## config.mk

```make
export PLATFORM = sky130hd
export DESIGN_NAME = riscv_dec_stage
export DESIGN_NICKNAME = d
export VERILOG_FILES = /design/src/rtl/riscv_dec_stage.sv
export SDC_FILE = /design/constraint.sdc
export NUM_CORES = 1
export LEC_CHECK = 0
export ABC_AREA = 1
export BUFFER_PORTS_ARGS = -buffer_cell sky130_fd_sc_hd__buf_4
export CAP_MARGIN = 25
export CORE_UTILIZATION = 30
export DETAILED_ROUTE_END_ITERATION = 7
export GPL_ROUTABILITY_DRIVEN = 0
export PLACE_DENSITY = 0.57
export SYNTH_ARGS = -nofsm -noshare
export SYNTH_HDL_FRONTEND = slang
export SYNTH_SLANG_ARGS = --single-unit
```

## constraint.sdc

```tcl
create_clock -name clk -period 1.85 [get_ports clk]
set_input_delay 0.2775 -clock clk [delete_from_list [all_inputs] [get_ports clk]]
set_output_delay 0.2775 -clock clk [all_outputs]
set_load 0.05 [all_outputs]
```

## src/rtl/riscv_dec_stage.sv

```systemverilog
// rtl/riscv_dec_stage.sv - RISC-V base-instruction decode stage with two-entry skid buffer
//
// Purpose: classifies a raw 32-bit instruction, extracts rd/rs1/rs2 and the
// sign-extended immediate, flags and counts illegal encodings, and registers
// the result behind a main register plus one skid register.
//
// Ports:
//   clk, rst           clock, synchronous active-high reset
//   in_vld/in_rdy      instruction handshake (in_rdy is registered, = !skid full)
//   in_ins             raw instruction
//   out_vld/out_rdy    decoded entry handshake
//   out_fmt            0 R, 1 I, 2 S, 3 B, 4 U, 5 J, 7 illegal
//   out_rd/rs1/rs2     register indices (0 when the format has no such field)
//   out_imm            immediate sign-extended to XLEN
//   out_ill            illegal instruction
//   ill_cnt            saturating count of accepted illegal instructions
module riscv_dec_stage #(
  parameter int XLEN  = 32,
  parameter int CNT_W = 16
) (
  input  logic             clk,
  input  logic             rst,
  input  logic             in_vld,
  output logic             in_rdy,
  input  logic [31:0]      in_ins,
  output logic             out_vld,
  input  logic             out_rdy,
  output logic [2:0]       out_fmt,
  output logic [4:0]       out_rd,
  output logic [4:0]       out_rs1,
  output logic [4:0]       out_rs2,
  output logic [XLEN-1:0]  out_imm,
  output logic             out_ill,
  output logic [CNT_W-1:0] ill_cnt
);

  localparam logic [2:0] FMT_R = 3'd0;
  localparam logic [2:0] FMT_I = 3'd1;
  localparam logic [2:0] FMT_S = 3'd2;
  localparam logic [2:0] FMT_B = 3'd3;
  localparam logic [2:0] FMT_U = 3'd4;
  localparam logic [2:0] FMT_J = 3'd5;
  localparam logic [2:0] FMT_X = 3'd7;

  typedef struct packed {
    logic [2:0]      fmt;
    logic [4:0]      rd;
    logic [4:0]      rs1;
    logic [4:0]      rs2;
    logic [XLEN-1:0] imm;
    logic            ill;
  } entry_t;

  // An empty/illegal-looking slot: format "none", everything else zero.
  localparam entry_t ENTRY_RST = {FMT_X, {(15 + XLEN + 1){1'b0}}};

  entry_t      dec;
  logic [2:0]  fmt;
  logic [31:0] imm32;

  entry_t main_q;
  entry_t skid_q;
  logic   main_vld;
  logic   skid_vld;
  logic   in_xfer;
  logic   out_xfer;

  // Combinational decode of the instruction currently offered.
  always_comb begin
    fmt = FMT_X;
    if (in_ins[1:0] == 2'b11) begin
      case (in_ins[6:2])
        5'b01101, 5'b00101:                            fmt = FMT_U;
        5'b11011:                                      fmt = FMT_J;
        5'b11001, 5'b00000, 5'b00100, 5'b00011, 5'b11100: fmt = FMT_I;
        5'b11000:                                      fmt = FMT_B;
        5'b01000:                                      fmt = FMT_S;
        5'b01100:                                      fmt = FMT_R;
        5'b00110: if (XLEN == 64)                      fmt = FMT_I;
        5'b01110: if (XLEN == 64)                      fmt = FMT_R;
        default:                                       fmt = FMT_X;
      endcase
    end

    case (fmt)
      FMT_I:   imm32 = {{20{in_ins[31]}}, in_ins[31:20]};
      FMT_S:   imm32 = {{20{in_ins[31]}}, in_ins[31:25], in_ins[11:7]};
      FMT_B:   imm32 = {{20{in_ins[31]}}, in_ins[7], in_ins[30:25], in_ins[11:8], 1'b0};
      FMT_U:   imm32 = {in_ins[31:12], 12'h000};
      FMT_J:   imm32 = {{12{in_ins[31]}}, in_ins[19:12], in_ins[20], in_ins[30:21], 1'b0};
      default: imm32 = 32'h0;
    endcase

    dec          = ENTRY_RST;
    dec.fmt      = fmt;
    dec.ill      = (fmt == FMT_X);
    // Fill with the sign bit first so widths above 32 are extended.
    dec.imm      = {XLEN{imm32[31]}};
    dec.imm[31:0] = imm32;
    dec.rd       = (fmt == FMT_R || fmt == FMT_I || fmt == FMT_U || fmt == FMT_J) ? in_ins[11:7]  : 5'd0;
    dec.rs1      = (fmt == FMT_R || fmt == FMT_I || fmt == FMT_S || fmt == FMT_B) ? in_ins[19:15] : 5'd0;
    dec.rs2      = (fmt == FMT_R || fmt == FMT_S || fmt == FMT_B)                 ? in_ins[24:20] : 5'd0;
  end

  assign in_rdy   = !skid_vld;
  assign in_xfer  = in_vld && in_rdy;
  assign out_xfer = main_vld && out_rdy;

  // Main/skid storage. A full skid implies a full main and in_rdy=0, so no
  // input can arrive while the skid is being drained.
  always_ff @(posedge clk) begin
    if (rst) begin
      main_vld <= 1'b0;
      skid_vld <= 1'b0;
      main_q   <= ENTRY_RST;
      skid_q   <= ENTRY_RST;
    end else if (skid_vld) begin
      if (out_xfer) begin
        main_q   <= skid_q;
        skid_vld <= 1'b0;
      end
    end else if (!main_vld || out_xfer) begin
      // Main is free this cycle: new entry goes straight in, else main empties.
      main_vld <= in_xfer;
      if (in_xfer) begin
        main_q <= dec;
      end
    end else if (in_xfer) begin
      skid_q   <= dec;
      skid_vld <= 1'b1;
    end
  end

  always_ff @(posedge clk) begin
    if (rst) begin
      ill_cnt <= '0;
    end else if (in_xfer && dec.ill && (ill_cnt != {CNT_W{1'b1}})) begin
      ill_cnt <= ill_cnt + CNT_W'(1);
    end
  end

  assign out_vld = main_vld;
  assign out_fmt = main_q.fmt;
  assign out_rd  = main_q.rd;
  assign out_rs1 = main_q.rs1;
  assign out_rs2 = main_q.rs2;
  assign out_imm = main_q.imm;
  assign out_ill = main_q.ill;

endmodule

```

### After elaboration in Yosys (flattened, before gate mapping)

Index checks and enable logic that the tools add are counted.
W data, S select, Z words.

| storage, ports and cells | value |
|---|---|
| word-level logic and storage cells | 74 |
| bits in registers | 120 |
| output and inout port bits | 69 |
| input port bits | 36 |

| cells by class | value |
|---|---|
| bitwise operators | 2 |
| reduce and logical (&&, ||, !) cells | 23 |
| add/subtract/negate cells | 1 |
| equality and inequality tests | 19 |
| multiplexer cells | 14 |

Operators with widths:

| cell | number |
|---|---|
| $mux W51 | 4 |
| $pmux W32 S5 | 1 |
| $eq A5 B5 Y1 const B | 4 |
| $pmux W3 S6 | 1 |
| $add A16 B1 Y16 const B | 1 |
| $ne A16 B16 Y1 const B | 1 |
| $eq A5 B4 Y1 const B | 3 |
| $mux W5 | 3 |
| $eq A5 B3 Y1 const B | 2 |
| $eq A3 B3 Y1 const B | 3 |
| $logic_or A1 B1 Y1 | 8 |
| $eq A3 B2 Y1 const B | 2 |
| $reduce_and A3 Y1 | 2 |
| $eq A5 B2 Y1 const B | 1 |
| $logic_not A5 Y1 | 1 |
| $reduce_or A5 Y1 | 1 |
| $logic_and A1 B1 Y1 | 4 |
| $mux W1 | 4 |
| $reduce_bool A2 Y1 | 2 |
| $eq A3 B1 Y1 const B | 1 |
| $logic_not A3 Y1 | 1 |
| $mux W3 | 1 |
| $eq A2 B2 Y1 const B | 1 |
| $logic_not A1 Y1 | 2 |
| 4 further kinds | 5 |

### Longest topological paths before layout

Gate-level depths: netlist of run 1.

| logic depth | value |
|---|---|
| depth after elaboration | 12 |
| depth in mapped cells | 17 |
| gate-level depth less buffers | 17 |

### Worst setup path before layout of run 1

OpenSTA, ideal clock, no wires.

| path | value |
|---|---|
| path type | flip-flop to flip-flop |
| start | reg ill_cnt[0] |
| end | reg ill_cnt[7] |
| period minus slack after synthesis | 2.228 ns |
| arrival | 2.157 ns |
| setup time | 0.071 ns |
| setup slack | -0.378 ns |
| stages on the path, launching flop included | 11 |
| cells stage by stage | dfxtp_1 -> ha_1 -> nand2_1 -> nor3_2 -> nand2_1 -> nor3_1 -> nand2_1 -> nand2_4 -> buf_2 -> nand2_1 -> a21oi_2 |

| on the way | value |
|---|---|
| word-level cells in the longest chain between the ends | 2 |

Ends and longest elaborated chain:

| what | line | source |
|---|---|---|
| start: declaration | 34 | `output logic [CNT_W-1:0] ill_cnt` |
| start signal: assignment | 138 | `ill_cnt <= ill_cnt + CNT_W'(1);` |
| parallel branches: the longest is 2 deep, another holds $add A16 B1 Y16 | n/a |  |

Parallel ways; which one is timed is not known.
A chain may end at the register's enable or synchronous reset.

### Worst setup path after layout of run 1

| path | value |
|---|---|
| start | reg skid_vld |
| end | out in_rdy |

| on the way | value |
|---|---|
| word-level cells in the longest chain between the ends | 1 |

Ends and longest elaborated chain:

| what | line | source |
|---|---|---|
| start: declaration | 64 | `logic skid_vld;` |
| start signal: assignment | 114 | `skid_vld <= 1'b0;` |
| start signal: assignment | 120 | `skid_vld <= 1'b0;` |
| start signal: assignment | 130 | `skid_vld <= 1'b1;` |
| $logic_not A1 Y1 | 105 | `assign in_rdy = !skid_vld;` |
| end: declaration | 24 | `output logic in_rdy,` |

Every way passes these cells.

==> results of run 1 <==
==> metal layers <==
| layer | vias to the layer above | GRT usage [%] |
|---|---|---|
| met5 | - | 0 |
| met4 | 0 | 5.84 |
| met3 | 16 | 5.40 |
| met2 | 145 | 27.6 |
| met1 | 2500 | 21.5 |
| li1 | 2875 | - |
==> cells by family after synthesis <==
kind of cell | count (synthesis) | synth area share [%]
DFF | 120 | 42.0
xor gates and xnor gates | 10 | 1.53
adders and majority gates | 1 | 0.219
AOI/OAI and AO/OA | 193 | 19.5
and+or+nand+nor | 358 | 27.5
buffers and inverters | 132 | 9.27
==> cells in the mapped netlist, drive strengths merged <==
cell	count
a211oi	1
a21boi	1
a21o	3
a21oi	100
buf	13
clkbuf	38
clkinv	1
dfxtp	120
ha	1
inv	80
nand2	191
nand3	56
nand4	5
nor2	98
nor3	8
o211ai	36
o21ai	48
o21bai	2
o22ai	2
xnor2	2
xor2	8
==> worst max-delay path by stage <==
stage | startpoint | slack [ns] | to
final | skid_vld | 0.07 | in_rdy
after global routing | skid_vld | 0.001 | in_rdy
after CTS | skid_vld | 0.006 | in_rdy
after detailed placement | in_ins[2] | -0.11 | ill_cnt[6]
after global placement | in_ins[2] | -0.06 | ill_cnt[5]
after floorplan | ill_cnt[0] | 0.01 | ill_cnt[7]
==> registers in the layout, summed over array words and instances, names as in the netlist <==
register  flops
skid_vld      1
out_rd        5
out_rs1       5
skid_q       51
out_vld       1
out_fmt       3
out_rs2       5
ill_cnt      16
out_imm      32
out_ill       1
==> worst register-to-register path: stages (launching register included) <==
cell and delay [ns]:
dfxtp_1 0.33, nor2_1 0.22, a21oi_1 0.08, nor2_1 0.19, buf_4 0.33, o21ai_0 0.13, o21bai_1 0.20, a21oi_1 0.13
==> through the flow <==
step                instance area, µm²  total power [W]
global route                      7630          0.00733
CTS                               7590          0.00712
global placement                  6990          0.00365
detailed placement                6990          0.00365
finish                            7630          0.00704
floorplan                         5760          0.00333
==> repair_timing <==
action / in CTS / in global routing
setup endpoints to repair: 0 / 3
buffers inserted: 0 / 2
resized for setup: 0 / 5
==> power by group <==
| part | total (W) | leakage, nW | internal, W | switching [W] |
|---|---|---|---|---|
| registers | 0.00272 | 0.980 | 0.00267 | 0.0000449 |
| logic | 0.000874 | 2.21 | 0.000299 | 0.000575 |
| clock network | 0.00345 | 0.294 | 0.00229 | 0.00116 |
==> cell type report <==
cell class                      instances  area (µm²)  share of cell area (%)
Tap cell                              234         293                    3.84
Timing Repair Buffer                  144        1170                    15.4
Sequential cell                       120        2420                    31.8
Inverter                               81         307                    4.02
Clock buffer                           20         457                    5.98
Multi-Input combinational cell        562        2830                    37.1
Clock inverter                          9         150                    1.97
==> out/metrics.csv, run 1 <==
metric,value,unit
status,finished clean,
root_buffer,clkbuf_16,
tritoncts,done,
min_delay_path_depth,3,
dr_wl_met3,1100,µm
cts_buffer_depth,2,
finalSetupViolCount,0,
grt_max_degree,80,
grt_usage,17.1,%
htreeDepth,4,
fmax,560,MHz
die_x,140,µm
dieArea,0.0196,mm²
cp_num_buf_inv,4,
area_growth,33.3,%
start_kind,flop,
cts.sinks,120,
worst-setup-path-type,flop to primary output,
r2r_end,out_imm[29],
fillerInstances,1916,
slew_headroom,52.3,%
yosysUniqueCellTypes,35,
post-route-period-util,96.4,%
setup-tns-final,0,ns
via_per_inst,4.73,
pre_cts_ws,-0.108,ns
wl_met2,7420,µm
wl_per_cell,13.9,µm
yosys.area.top_type,dfxtp_1,
routed_wl,16300,µm
max_stage_delay,0.33,ns
boundaryPins,105,
instances_no_fill,1170,
overflow,0,
worstPathArrival,1.51,ns
syn-num-nets,851,
finalHoldWorstSlack,0.155,ns
antenna_cells,0,
synth_seq_area_share,42.0,%
yosys-top-cells-area,"dfxtp_1, nand2_1, a21oi_1, nor2_1, nand3_1",
nets,963,
maxSlewViolCount,0,
drive_above_1_share,26.1,%
cpMaxStageDelayCell,dfxtp_1,
cp_cell_sequence,buf_6 -> inv_2 -> buf_12 -> buf_4,
path_depth,4,
ir_drop,0.000690,V
hold_path.class,input pin to flop,
clk-insertion-delay-late,0.42,ns
core,0.0187,mm²
ys_ff_latch,120,
reg2reg_from,skid_vld,
ant_nets,0,
drt_first_iter_violations,331,
rrSetupSlack,0.16,ns
top_layer,met4,
rsz0062_at_grt,false,
syn_area,0.00572,mm²
dp.final_hpwl,11200,µm
io_buffers,104,
fin_ws,0.0658,ns
layout_min_cycle_time,1.78,ns
synthCells,814,
cts-buffers-inserted,17,
syn_area_per_cell,7.03,µm²
m1WireLength,7500,µm
start_util,30.6,%
vias,5536,
hold_violations,0,
cts.clk_slew.worst_paths,0.06,ns
crit_fanout,45,
postCtsHoldBufs,0,
crit_family,buffers and inverters,
mostFrequentLayoutCells,"nand2_1, buf_4, dfxtp_1",
crit_path_end_kind,primary output,
p_leak,3.48,nW
clock_skew,0.00900,ns
rows,50,
drcViolationCount,0,
reg2regPathDepth,7,
p_per_area,923,mW/mm²
grt_pass1_wl,26400,µm
dpl.cell_count,1139,
firstDrtPassIters,7,
hold_end,skid_q[42],
layout_commonest_cell,nand2_1,
worstMarginPinSlew,0.714,ns
die_y,140,µm
cp_data_required_time,1.57,ns
synth_top_area_share,42.0,%
yosysWarnings,0,
drv_cap,0,
post-route-util,40.8,%
holdCritStartpoint,in_ins[19],
antenna_found_initial,0,
grt_pass1_vias,5190,
Note: power is estimated with default switching activity, not from simulation.
==> run 2, diff against run 1 <==
Settings changed: CORE_MARGIN set to 10, PLACE_DENSITY 0.57 to 0.52.
==> run 2 against run 1 <==
Net effect: clock skew shrank 0.0027 ns; combinational power up 2%; fmax up 3.3%; die area is 27% higher.
==> out/metrics.csv, run 2 (synthesis gave the netlist of run 1 again) <==
metric,value,unit,change
status,finished clean,,
largest_reg_flops,51,,unchanged
holdCritStartpoint,out_rdy,,
start_kind,flop,,
routed_wl,17400,µm,+6.9%
regMostFlops,skid_q,,
cts-buffers-inserted,17,,unchanged
dieArea,0.0250,mm²,+27%
vias,5519,,-0.31%
drv_cap,0,,unchanged
rsz0062_at_grt,false,,
crit_family,buffers and inverters,,
rrSetupSlack,0.14,ns,-0.02 ns
layout_commonest_cell,nand2_1,,
crit_fanout,33,,-27%
drcViolationCount,0,,unchanged
r2r_end,ill_cnt[1],,
worst-setup-path-type,flop to primary output,,
cts.clk_slew.worst_paths,0.06,ns,about the same
grt_pass1_vias,5397,,+4.0%
postCtsHoldBufs,0,,unchanged
wl_per_cell,14.8,µm,+6.7%
start_util,30.5,%,-0.10 points
grt_max_degree,80,,unchanged
finalHoldWorstSlack,0.135,ns,-0.0208 ns
nets,963,,unchanged
cts.sinks,120,,unchanged
p_leak,3.50,nW,+0.49%
min_delay_path_depth,4,,+1
rows,50,,unchanged
grt_usage,14.3,%,-2.8 points
maxSlewViolCount,0,,unchanged
boundaryPins,105,,unchanged
tritoncts,done,,
clock_skew,0.00627,ns,-0.00273 ns
layout_min_cycle_time,1.73,ns,-0.0564 ns
hold_end,skid_vld,,
drive_above_1_share,26.1,%,about the same
finalSetupViolCount,0,,unchanged
antenna_cells,0,,unchanged
report.power.total,0.00732,W,+4.0%
cts_buffer_depth,2,,unchanged
worstMarginPinSlew,0.740,ns,+0.0254 ns
area_growth,33.9,%,
htreeDepth,4,,unchanged
fmax,579,MHz,+3.3%
mostFrequentLayoutCells,"nand2_1, buf_4, dfxtp_1",,
die_y,158,µm,+13%
cp_num_buf_inv,3,,-1
cpMaxStageDelayCell,dfxtp_1,,
ir_drop,0.000611,V,-11%
root_buffer,clkbuf_16,,
io_buffers,104,,unchanged
hold_violations,0,,unchanged
reg2regPathDepth,10,,+3
max_stage_delay,0.34,ns,about the same
grt_pass1_wl,28500,µm,+8.0%
antenna_found_initial,0,,unchanged
post-route-period-util,93.4,%,-3.0 points
p_per_area,956,mW/mm²,+3.6%
firstDrtPassIters,4,,-3
ant_nets,0,,unchanged
clk-insertion-delay-late,0.42,ns,about the same
overflow,0,,unchanged
worstPathArrival,1.45,ns,-0.06 ns
crit_path_end_kind,primary output,,
dp.final_hpwl,12300,µm,+9.6%
drt_first_iter_violations,303,,-8.5%
cp_cell_sequence,inv_2 -> buf_12 -> buf_4,,
cp_data_required_time,1.57,ns,about the same
reg2reg_from,ill_cnt[0],,
setup-tns-final,0,ns,unchanged
slew_headroom,50.6,%,-1.7 points
hold_path.class,input pin to flop,,
via_per_inst,4.71,,-0.56%
core,0.0188,mm²,+0.33%
die_x,158,µm,+13%
run 2: cell count changes in the layout (fill, tap and decap cells not counted), sizes merged:
| cell | previous run | this run |
|---|---|---|
| clkinv | 4 | 5 |
| inv | 80 | 81 |
| bufinv | 4 | 5 |
run 2: how the worst max path moves through the flow:
stage,startpoint,end,slack (ns),depth (start not counted)
2_1_floorplan,ill_cnt[0],ill_cnt[7],0.01,11
3_3_place_gp,in_ins[4],ill_cnt[5],-0.08,17
3_5_place_dp,in_ins[2],ill_cnt[6],-0.11,17
4_1_cts,ill_cnt[0],ill_cnt[1],0.02,10
5_1_grt,skid_vld,skid_q[2],0.01,8
6_report,skid_vld,in_rdy,0.12,3
run 2: layout make-up:
cell class / count / area, µm²
Clock buffer: 20 / 468
Clock inverter: 12 / 194
Fill cell: 1994 / 11100
Inverter: 81 / 307
Multi-Input combinational cell: 562 / 2820
Sequential cell: 120 / 2420
Tap cell: 234 / 293
Timing Repair Buffer: 144 / 1160
run 2: worst register-to-register path, delay by kind of cell, from the launching register on:
kind / cells / cell delay, ns
adders and majority gates: 1 / 0.16
buffers and inverters: 1 / 0.17
AOI/OAI and AO/OA: 1 / 0.13
DFF: 1 / 0.34
and+or+nand+nor: 7 / 0.85
run 2: layer usage:
layer	vias up	part of all wire, %	global-route usage (%)	wire [µm]
met4	0	0.84	4.76	146
met1	2519	49	18.2	8460
met2	105	45	22.6	7860
li1	2883	-	-	-
met5	-	0	0	0
met3	12	5.3	4.18	913
run 2: what timing repair did:
| action | 4_1_cts | 5_1_grt |
|---|---|---|
| buffers inserted | 0 | 0 |
| endpoints found under the setup margin | 0 | 11 |
| resized for setup | 0 | 2 |
run 2: stage by stage:
stage	cell area, µm²	worst slack (ns)	cells	util [%]
2_1_floorplan	5760	0.00978	814	-
3_3_place_gp	6990	-0.0802	1141	37.2
3_5_place_dp	6990	-0.110	1141	37.2
4_1_cts	7650	0.0223	1173	40.8
5_1_grt	7660	0.0101	1173	40.8
6_report	7660	0.122	1173	40.8
run 2: where the power goes:
part | switching [W] | internal, W | leakage (nW)
registers | 0.0000445 | 0.00267 | 0.980
logic | 0.000583 | 0.000307 | 2.20
clock network | 0.00122 | 0.00250 | 0.321
total | 0.00185 | 0.00548 | 3.50
